File: src/rtl/cpu_pkg.sv
// Shared CPU definitions: instruction field layout, halt opcode default, fetch FSM states.
// Latency: none (types and constants only).
// Backpressure: n/a.
package cpu_pkg;

    localparam int INSTR_W = 16;

    // Instruction format: opcode | reg_a | reg_b | imm
    localparam int OPC_HI = 15;
    localparam int OPC_LO = 12;
    localparam int RA_HI  = 11;
    localparam int RA_LO  = 8;
    localparam int RB_HI  = 7;
    localparam int RB_LO  = 4;
    localparam int IMM_HI = 3;
    localparam int IMM_LO = 0;

    localparam logic [3:0] HALT_OPCODE_DEF = 4'hF;

    typedef enum logic [1:0] {
        FETCH  = 2'd0,
        WAIT   = 2'd1,
        HOLD   = 2'd2,
        HALTED = 2'd3
    } fetch_state_t;

    function automatic logic [3:0] opcode_of(input logic [INSTR_W-1:0] instr);
        return instr[OPC_HI:OPC_LO];
    endfunction

endpackage

File: src/rtl/program_counter.sv
// Program counter: branch load beats sequential increment, wraps modulo 2^ADDR_W.
// Latency: new value visible one cycle after load/inc.
// Backpressure: none; holds its value when neither load nor inc is asserted.
module program_counter #(
    parameter int                ADDR_W   = 8,
    parameter logic [ADDR_W-1:0] RESET_PC = '0
) (
    input  logic              clk,
    input  logic              reset,
    input  logic              load,
    input  logic              inc,
    input  logic [ADDR_W-1:0] target,
    output logic [ADDR_W-1:0] pc
);

    // Redirect has priority over the sequential step; overflow wraps silently.
    always_ff @(posedge clk) begin
        if (reset) begin
            pc <= RESET_PC;
        end else if (load) begin
            pc <= target;
        end else if (inc) begin
            pc <= pc + 1'b1;
        end
    end

endmodule

File: src/rtl/instruction_fetch.sv
// Instruction fetch: owns the PC, reads imem over req/ack, presents instructions to decode (FETCH_HALT_EN adds halt).
// Latency: request one cycle after FETCH, instruction valid the cycle after ack; peak one instruction per two cycles.
// Backpressure: stall at the ack cycle parks the word in HOLD (valid held) until stall drops; branch overrides stall.
module instruction_fetch
    import cpu_pkg::*;
#(
    parameter int                ADDR_W      = 8,
    parameter logic [ADDR_W-1:0] RESET_PC    = '0,
    parameter logic [3:0]        HALT_OPCODE = HALT_OPCODE_DEF
) (
    input  logic               clk,
    input  logic               reset,
    output logic               imem_req,
    output logic [ADDR_W-1:0]  imem_addr,
    input  logic               imem_ack,
    input  logic [INSTR_W-1:0] imem_rdata,
    input  logic               stall,
    input  logic               branch_taken,
    input  logic [ADDR_W-1:0]  branch_target,
    output logic [INSTR_W-1:0] instruction,
    output logic               instr_valid,
    output logic [ADDR_W-1:0]  pc_out,
    output logic               halted
);

    fetch_state_t        state_q, state_d;
    logic                flush_q, flush_d;
    logic                req_d;
    logic [ADDR_W-1:0]   addr_d;
    logic [INSTR_W-1:0]  instr_d;
    logic                vld_d;
    logic [ADDR_W-1:0]   pcout_d;
    logic                pc_load;
    logic                pc_inc;
    logic [ADDR_W-1:0]   pc;
    logic                ack_ok;

    assign ack_ok = imem_req & imem_ack;

`ifdef FETCH_HALT_EN
    logic halted_q, halted_d;
    logic halt_cap;
    logic halt_held;

    assign halt_cap  = (opcode_of(imem_rdata)  == HALT_OPCODE);
    assign halt_held = (opcode_of(instruction) == HALT_OPCODE);
    assign halted    = halted_q;
`else
    logic unused_halt_opcode;

    assign unused_halt_opcode = ^HALT_OPCODE;
    assign halted             = 1'b0;
`endif

    program_counter #(
        .ADDR_W   (ADDR_W),
        .RESET_PC (RESET_PC)
    ) u_pc (
        .clk    (clk),
        .reset  (reset),
        .load   (pc_load),
        .inc    (pc_inc),
        .target (branch_target),
        .pc     (pc)
    );

    // Next-state and next-output decode; priority is branch, then ack, then stall.
    always_comb begin
        state_d = state_q;
        flush_d = flush_q;
        req_d   = imem_req;
        addr_d  = imem_addr;
        instr_d = instruction;
        vld_d   = instr_valid;
        pcout_d = pc_out;
        pc_load = 1'b0;
        pc_inc  = 1'b0;
`ifdef FETCH_HALT_EN
        halted_d = halted_q;
`endif
        case (state_q)
            FETCH: begin
                vld_d = 1'b0;
                if (branch_taken) begin
                    pc_load = 1'b1;
                    state_d = FETCH;
                end else begin
                    req_d   = 1'b1;
                    addr_d  = pc;
                    state_d = WAIT;
                end
            end
            WAIT: begin
                if (branch_taken) begin
                    // Any response for the old address is now stale.
                    pc_load = 1'b1;
                    vld_d   = 1'b0;
                    if (ack_ok) begin
                        req_d   = 1'b0;
                        flush_d = 1'b0;
                        state_d = FETCH;
                    end else begin
                        flush_d = 1'b1;
                    end
                end else if (ack_ok) begin
                    req_d = 1'b0;
                    if (flush_q) begin
                        flush_d = 1'b0;
                        state_d = FETCH;
                    end else begin
                        instr_d = imem_rdata;
                        pcout_d = imem_addr;
                        vld_d   = 1'b1;
                        pc_inc  = 1'b1;
                        if (stall) begin
                            state_d = HOLD;
`ifdef FETCH_HALT_EN
                        end else if (halt_cap) begin
                            state_d  = HALTED;
                            halted_d = 1'b1;
`endif
                        end else begin
                            state_d = FETCH;
                        end
                    end
                end
            end
            HOLD: begin
                if (branch_taken) begin
                    pc_load = 1'b1;
                    vld_d   = 1'b0;
                    state_d = FETCH;
                end else if (!stall) begin
                    vld_d = 1'b0;
`ifdef FETCH_HALT_EN
                    if (halt_held) begin
                        state_d  = HALTED;
                        halted_d = 1'b1;
                    end else begin
                        state_d = FETCH;
                    end
`else
                    state_d = FETCH;
`endif
                end
            end
`ifdef FETCH_HALT_EN
            HALTED: begin
                req_d = 1'b0;
                vld_d = 1'b0;
                if (branch_taken) begin
                    pc_load  = 1'b1;
                    halted_d = 1'b0;
                    state_d  = FETCH;
                end
            end
`endif
            default: begin
                state_d = FETCH;
            end
        endcase
    end

    // Register every output and the FSM state; reset abandons any in-flight request.
    always_ff @(posedge clk) begin
        if (reset) begin
            state_q     <= FETCH;
            flush_q     <= 1'b0;
            imem_req    <= 1'b0;
            imem_addr   <= '0;
            instruction <= '0;
            instr_valid <= 1'b0;
            pc_out      <= '0;
        end else begin
            state_q     <= state_d;
            flush_q     <= flush_d;
            imem_req    <= req_d;
            imem_addr   <= addr_d;
            instruction <= instr_d;
            instr_valid <= vld_d;
            pc_out      <= pcout_d;
        end
    end

`ifdef FETCH_HALT_EN
    // Halt flag register, cleared only by reset or a redirect.
    always_ff @(posedge clk) begin
        if (reset) begin
            halted_q <= 1'b0;
        end else begin
            halted_q <= halted_d;
        end
    end
`endif

endmodule

File: config.mk
export PLATFORM = sky130hd
export DESIGN_NAME = instruction_fetch
export DESIGN_NICKNAME = d
export VERILOG_FILES = /design/src/rtl/cpu_pkg.sv /design/src/rtl/program_counter.sv /design/src/rtl/instruction_fetch.sv
export SDC_FILE = /design/constraint.sdc
export NUM_CORES = 1
export LEC_CHECK = 0
export CAP_MARGIN = 10
export CORE_MARGIN = 5
export CORE_UTILIZATION = 30
export DETAILED_ROUTE_END_ITERATION = 10
export GPL_TIMING_DRIVEN = 1
export SLEW_MARGIN = 20
export SYNTH_ARGS = -nofsm -noshare
export SYNTH_HDL_FRONTEND = slang
export SYNTH_SLANG_ARGS = --single-unit
File: constraint.sdc
create_clock -name clk -period 1.97 [get_ports clk]
set_input_delay 0.2955 -clock clk [delete_from_list [all_inputs] [get_ports clk]]
set_output_delay 0.2955 -clock clk [all_outputs]
set_load 0.005 [all_outputs]
# Yosys cells after proc, flatten, opt, wreduce, memory -nomap -nowiden
# Cells that the tools add are included.
# totals
reg_bits,45
input_bits,29
output_inout_bits,35
wordCells,59
# op_classes
addsub,1
eq_ne,7
mux,28
n_bitwise,3
n_reduce_logical,12
# op_table
operator,count
$mux 1,16
$mux 8,2
$mux 2,7
$ne 3x3->1 const B,3
$add 8x1->8 const B,1
$reduce_and 4->1,2
$pmux 2 s3,1
$reduce_and 2->1,3
$reduce_bool 2->1,3
$ne 2x2->1 const B,2
$pmux 1 s3,1
$reduce_and 3->1,1
$reduce_bool 3->1,1
$reduce_or 3->1,1
$eq 2x1->1 const B,1
$eq 2x2->1 const B,1
$logic_not 2->1,1
$not 1->1,2
$pmux 1 s2,1
$and 1x1->1,1

# Logic depth before layout (Yosys ltp)
# Gate-level depths: netlist (run 1).
# depth
word_depth,6
mapped_depth,7
depth_no_buf,5

# By module
# From an unflattened synthesis (run 1), not the netlist that was laid out.
# unflattened
cells_unflattened,221
area_unflattened_um2,1960.6
# by_module_without_submodules
mod,instances,cells_per_inst,area_each_um2,seq_area_each_um2
instruction_fetch,1,168,1496.4,740.7
program_counter,1,53,464.2,160.2

# Worst setup path after synthesis (run 1)
# No wires, ideal clock.
# synth_path
path_kind,flip-flop to flip-flop
start,register state_q[0]
end,register imem_addr[0]
setup_time_ns,0.128
arrival_time_ns,1.288
setup_slack_ns,0.554
stages_incl_launch_ff,5
n_path_buf,1
period_less_slack_ns,1.416
cell_sequence,dfxtp_1 -> buf_2 -> nor3_2 -> mux2i_1 -> nor2_1
# synth_via
elab_chain_cells,2
# synth_rtl
item,line,text
start: declaration,instruction_fetch.sv:26,"fetch_state_t state_q, state_d;"
start signal: assignment,instruction_fetch.sv:175,state_q <= state_d;
$logic_not 2->1,instruction_fetch.sv:81,case (state_q)
$reduce_and 2->1 (no line),--,
end signal: assignment,instruction_fetch.sv:178,imem_addr <= addr_d;
end: declaration,instruction_fetch.sv:14,"output logic [ADDR_W-1:0] imem_addr,"
# No other way between the ends.
# A chain may end at the register's enable or synchronous reset.

# Worst setup path in the final report (run 1)
# layout_path
start,register imem_req
end,output port imem_req
# layout_rtl
item,line,text
start: declaration,instruction_fetch.sv:13,"output logic imem_req,"
start signal: assignment,instruction_fetch.sv:177,imem_req <= req_d;
# No word-level cell between the ends.

==> results.toml, run 1 <==
[layout]
stdcell_count = 355
antenna_cells = 0
regArea_sq_um = 901
fin_nets = 309
multi_input_area_sq_um = 857
stdcell_area_sq_um = 2680
syn_to_final_growth_pct = 44.6
fillers = 615
drive_gt1_frac = 0.0786

[sta]
setup_violations = 0
fmax_mhz = 622
drv_slew = 0
period_needed_ps = 1610
rsz0062_at_grt = "false"
post-route-period-util = 0.816
hold_viol_final = 0
finalSetupTns_ps = 0
skew_ps = 8.84
fin_ws_ps = 363

[placement]
gp_congestion = 0.754
place_inst = 347
dp_hpwl_um = 3170
port_buffers = 62
place_area_sq_um = 2560
post-place-ws_ps = 139

[setup_path]
cp-start-kind = "register"
startpoint = "imem_req$_SDFFE_PP0P_"
crit_buf_inv = 1
critPathMaxStageDelay_ps = 560
regToRegStartpoint = "state_q[0]$_SDFFE_PP0P_"
cp_top_family = "buffers and inverters"
critPathKind = "register to output port"
path_max_fanout = 6
worstPathRequired_ps = 1670
arrival_ps = 1310
crit_chain = "clkdlybuf4s50_1"
cp-end-kind = "output port"
cp_slowest_cell = "clkdlybuf4s50_1"

[yosys]
async_flop_share = 0
synth_area_leaders = "dfxtp_1 49%, nand2_1 11%, a21oi_1 7.3%, mux2i_1 4.3%, nor2_1 4.1%"
synthCells = 217
synth.cell_area_sq_um = 1850
ys_types = 36
syn-num-nets = 247
synth_area_per_cell_sq_um = 8.53
synth_top_area_frac = 0.487
yosysSeqAreaShare = 0.487
synthMostInstantiatedCell = "nand2_1"
synth_edf_count = 0
synth_flop_cell = "dfxtp_1"
synth-seq-cells = 45
yosys_warnings = 0
synth_top_area_cell = "dfxtp_1"
yosys-top-cells-count = "55 x nand2_1, 45 x dfxtp_1, 27 x a21oi_1"

[cts]
path_clk_slew_ps = 80
numCtsBuffers = 5
cts_tree = "done"
postCtsSetupRepairBufs = 0
clk_latency_ps = 300
clock-sinks = 45
htree_levels = 2
ctsHoldBuffers = 0
postCtsResizedCells = 0
cts_root_buffer = "clkbuf_8"
cts_buffer_depth = 2

[drt]
wl_met1_um = 2140
first_pass_iters = 4
drt.antenna.violating_nets = 0
wl_per_cell_um = 12.6
routed_wirelength_um = 4480
drcViolationCount = 0
dr.first_iter.drc_count = 57
vias_per_cell = 4.60
wl_met3_um = 554
vias = 1634
highest_layer = "met4"
wl_met2_um = 1710

[global_route]
antenna_found_initial = 0
grt_pass1_wl_um = 7380
grt_pass1_vias = 1521
grt_usage = 0.123
grt_start_max_net_pins = 46
grt-ovfl-total = 0

[floorplan]
die_w_um = 88.5
rows = 28
ios = 64
design.core.area_sq_um = 5960
die_h_um = 88.5
design.die.area_sq_um = 7840
start_util = 0.311

[pwr]
power_density_nw_per_um2 = 707
leakagePower_nw = 0.945
ir_drop_uv = 392

[worst_hold_path]
hold_class = "register to register"
holdCritStartpoint = "instruction[10]$_SDFFE_PP0P_"

[flow_run]
maxCapViolCount = 0

[outcome]
status = "complete, no violations"
-- metrics by stage --
stage,utilization,power (W),hold WS [ps]
2_1_floorplan,-,0.00109,431
3_3_place_gp,0.430,0.00120,441
3_5_place_dp,0.430,0.00120,448
4_1_cts,0.449,0.00193,458
5_1_grt,0.449,0.00200,477
6_report,0.449,0.00189,456
-- layer usage --
layer,vias to the layer above,global-route usage
met1,716,0.167
li1,853,-
met5,-,0
met3,8,0.0670
met2,57,0.163
met4,0,0.0453
-- final cells by class --
| cell class | count | share of cell area |
|---|---|---|
| clock buffers | 7 | 0.0323 |
| well taps | 75 | 0.0351 |
| inverters | 2 | 0.00281 |
| multi-input cells | 154 | 0.320 |
| flip-flops and latches | 45 | 0.337 |
| repair buffers | 71 | 0.262 |
| clock inverters | 1 | 0.0112 |
-- sequential cells by signal, summed over array words and instances, names as in the netlist --
| signal | count |
|---|---|
| flush_q | 1 |
| imem_addr | 8 |
| imem_req | 1 |
| instr_valid | 1 |
| instruction | 16 |
| pc_out | 8 |
| state_q | 2 |
| u_pc.pc | 8 |
-- power breakdown --
| group | total (W) | switching (W) | internal, W | leakage [nW] |
|---|---|---|---|---|
| clock | 0.000718 | 0.000304 | 0.000414 | 0.0585 |
| combinational | 0.000201 | 0.0000808 | 0.000120 | 0.521 |
| sequential | 0.000973 | 0.0000359 | 0.000937 | 0.366 |
| total | 0.00189 | 0.000421 | 0.00147 | 0.945 |
-- cells by family after synthesis --
family / share of synthesized area
and+or+nand+nor: 0.251
xor gates and xnor gates: 0.0331
muxes: 0.0433
other: 0.00203
DFF: 0.487
buffers and inverters: 0.0500
AOI/OAI and AO/OA: 0.127
adders and majority gates: 0.00676
-- path summary, 6_finish.rpt --
check / end / slack (ps) / depth (start not counted)
max: imem_req / 360 / 1
min: instruction[10]$_SDFFE_PP0P_ / 460 / 2
max reg2reg: u_pc.pc[6]$_SDFFE_PP0P_ / 440 / 4
min reg2reg: instruction[10]$_SDFFE_PP0P_ / 460 / 2
-- layout by cell type, fill, tap and decap left out, drive strengths merged --
master,Yosys,routed
clkdlybuf4s50,0,62
nand2,55,55
dfxtp,45,45
a21oi,27,27
nor2,21,21
buf,8,9
mux2i,8,8
a211oi,7,7
clkbuf,8,7
nand3,5,5
xnor2,5,5
nor3,5,5
inv,2,2
nand4,2,2
xor2,2,2
nor4,2,2
nand4b,1,1
or2,1,1
and4b,1,1
o21ai,1,1
o21bai,1,1
nand2b,1,1
nor2b,1,1
a22o,1,1
o22ai,1,1
and3b,1,1
a31oi,1,1
and4,1,1
a311oi,1,1
ha,1,1
conb,1,1
bufinv,0,1
No activity file was read; power rests on OpenSTA's default activity.
==> inputs of run 2 (changes only) <==
clock period = 1.35 ns   (was 1.97 ns; I/O delays follow)
==> run 2 against run 1 <==
Utilization is 4.3 points higher. Design area up 9.5%. Clock skew decreased by 0.51 ps. Register-to-register slack got worse by 410 ps. Critical path depth up 4. Sequential share of layout area decreased by 2.1 points. Total power grew 48%. Critical path type is now register to register.
==> results.toml, run 2 (synthesis results as in run 1) <==
[layout]
fin_nets = 323
antenna_cells = 0
largest-register = "instruction"
syn_to_final_growth_pct = 58.4
drive_gt1_frac = 0.228
largest_reg_flops = 16
final_common_cell = "nand2_1"
final_cell_mix = "53 x nand2_1, 28 x dlygate4sd2_1, 27 x clkdlybuf4s50_1, 26 x dfxtp_1, 22 x a21oi_1"
stdcell_area_sq_um = 2930

[worst_hold_path]
hold_class = "input pin to register"

[setup_path]
crit_buf_inv = 1
path_max_fanout = 6
cp-start-kind = "register"
critPathKind = "register to register"
cp_slowest_cell = "dfxtp_2"
cp_top_family = "simple AND/OR/NAND/NOR gates"
crit_chain = "buf_4, nand4b_4, nor3_1, xnor2_1, a211oi_1"
critPathMaxStageDelay_ps = 330
cp-end-kind = "register"
arrival_ps = 1540
worstPathRequired_ps = 1570

[sta]
skew_ps = 8.33
period_needed_ps = 1320
setup_violations = 0
finalSetupTns_ps = 0
drv_slew = 0
post-route-period-util = 0.979
hold_viol_final = 0
rsz0062_at_grt = "true"
fmax_mhz = 757
whs_ps = 432

[flow_run]
maxCapViolCount = 0

[placement]
dp_hpwl_um = 3390
gp_congestion = 0.749
port_buffers = 62
place_area_sq_um = 2680

[floorplan]
start_util = 0.311
design.die.area_sq_um = 7840
rows = 28
die_w_um = 88.5
die_h_um = 88.5
design.core.area_sq_um = 5960
ios = 64

[global_route]
grt_pass1_wl_um = 7470
grt-ovfl-total = 0
grt_start_max_net_pins = 31
antenna_found_initial = 0
grt_pass1_vias = 1572
grt_usage = 0.122

[pwr]
leakagePower_nw = 1.32
power_density_nw_per_um2 = 957
ir_drop_uv = 566
total_power_w = 0.00281

[drt]
drcViolationCount = 0
first_pass_iters = 4
routed_wirelength_um = 4830
vias = 1676
drt.antenna.violating_nets = 0
dr.first_iter.drc_count = 62
wl_per_cell_um = 13.1
vias_per_cell = 4.54

[cts]
htree_levels = 2
cts_root_buffer = "clkbuf_8"
path_clk_slew_ps = 90
cts_buffer_depth = 2
clk_latency_ps = 300
ctsHoldBuffers = 0
clock-sinks = 45
cts_tree = "done"
numCtsBuffers = 5

[outcome]
status = "complete, no violations"
## run 2: final timing paths
| kind | slack (ps) | to | start | cells past startpoint |
|---|---|---|---|---|
| worst max register to register | 30 | u_pc.pc[4]$_SDFFE_PP0P_ | imem_req$_SDFFE_PP0P_ | 5 |
| worst max-delay path | 30 | u_pc.pc[4]$_SDFFE_PP0P_ | imem_req$_SDFFE_PP0P_ | 5 |
| worst min register to register | 450 | pc_out[7]$_SDFFE_PP0P_ | pc_out[7]$_SDFFE_PP0P_ | 2 |
| worst min-delay path | 430 | instruction[5]$_SDFFE_PP0P_ | imem_rdata[5] | 3 |
## run 2: what timing repair did
item / CTS / global route
setup buffers: 4 / 0
endpoints found under the setup margin: 35 / 26
cloned: 0 / 1
pin swaps: 0 / 5
gates resized for setup: 41 / 32
## run 2: cell type report
cell class                      instances  area, sq um
Inverter                                2         7.51
Clock buffer                            6         72.6
Timing Repair Buffer                   85          875
Fill cell                             582         3020
Multi-Input combinational cell        154          920
Tap cell                               75         93.8
Sequential cell                        45          925
Clock inverter                          2         38.8
## run 2: layer usage
metal	global-route usage	vias up	part of all wire
met5	0	-	0
li1	-	878	-
met4	0.0330	0	0.011
met3	0.0372	5	0.063
met1	0.159	755	0.45
met2	0.196	38	0.48
## run 2: worst register-to-register path, stage by stage, from the launching register on
cell and delay [ps]:
dfxtp_2 330, buf_4 120, nand4b_4 180, nor3_1 300, xnor2_1 100, a211oi_1 220
## run 2: where the power goes
group          total, W  switching [W]  internal (W)  leakage (nW)
Clock           0.00102       0.000466      0.000556        0.0554
Combinational  0.000371       0.000152      0.000219         0.894
Sequential      0.00141      0.0000409       0.00137         0.374
## run 2: per-stage QoR
step	cells	worst slack, ps	util
detailed placement	356	-334	0.451
CTS	368	0.320	0.471
finish	369	28.7	0.492
global route	369	-55.2	0.492
floorplan	217	10.1	-
global placement	356	-317	0.451
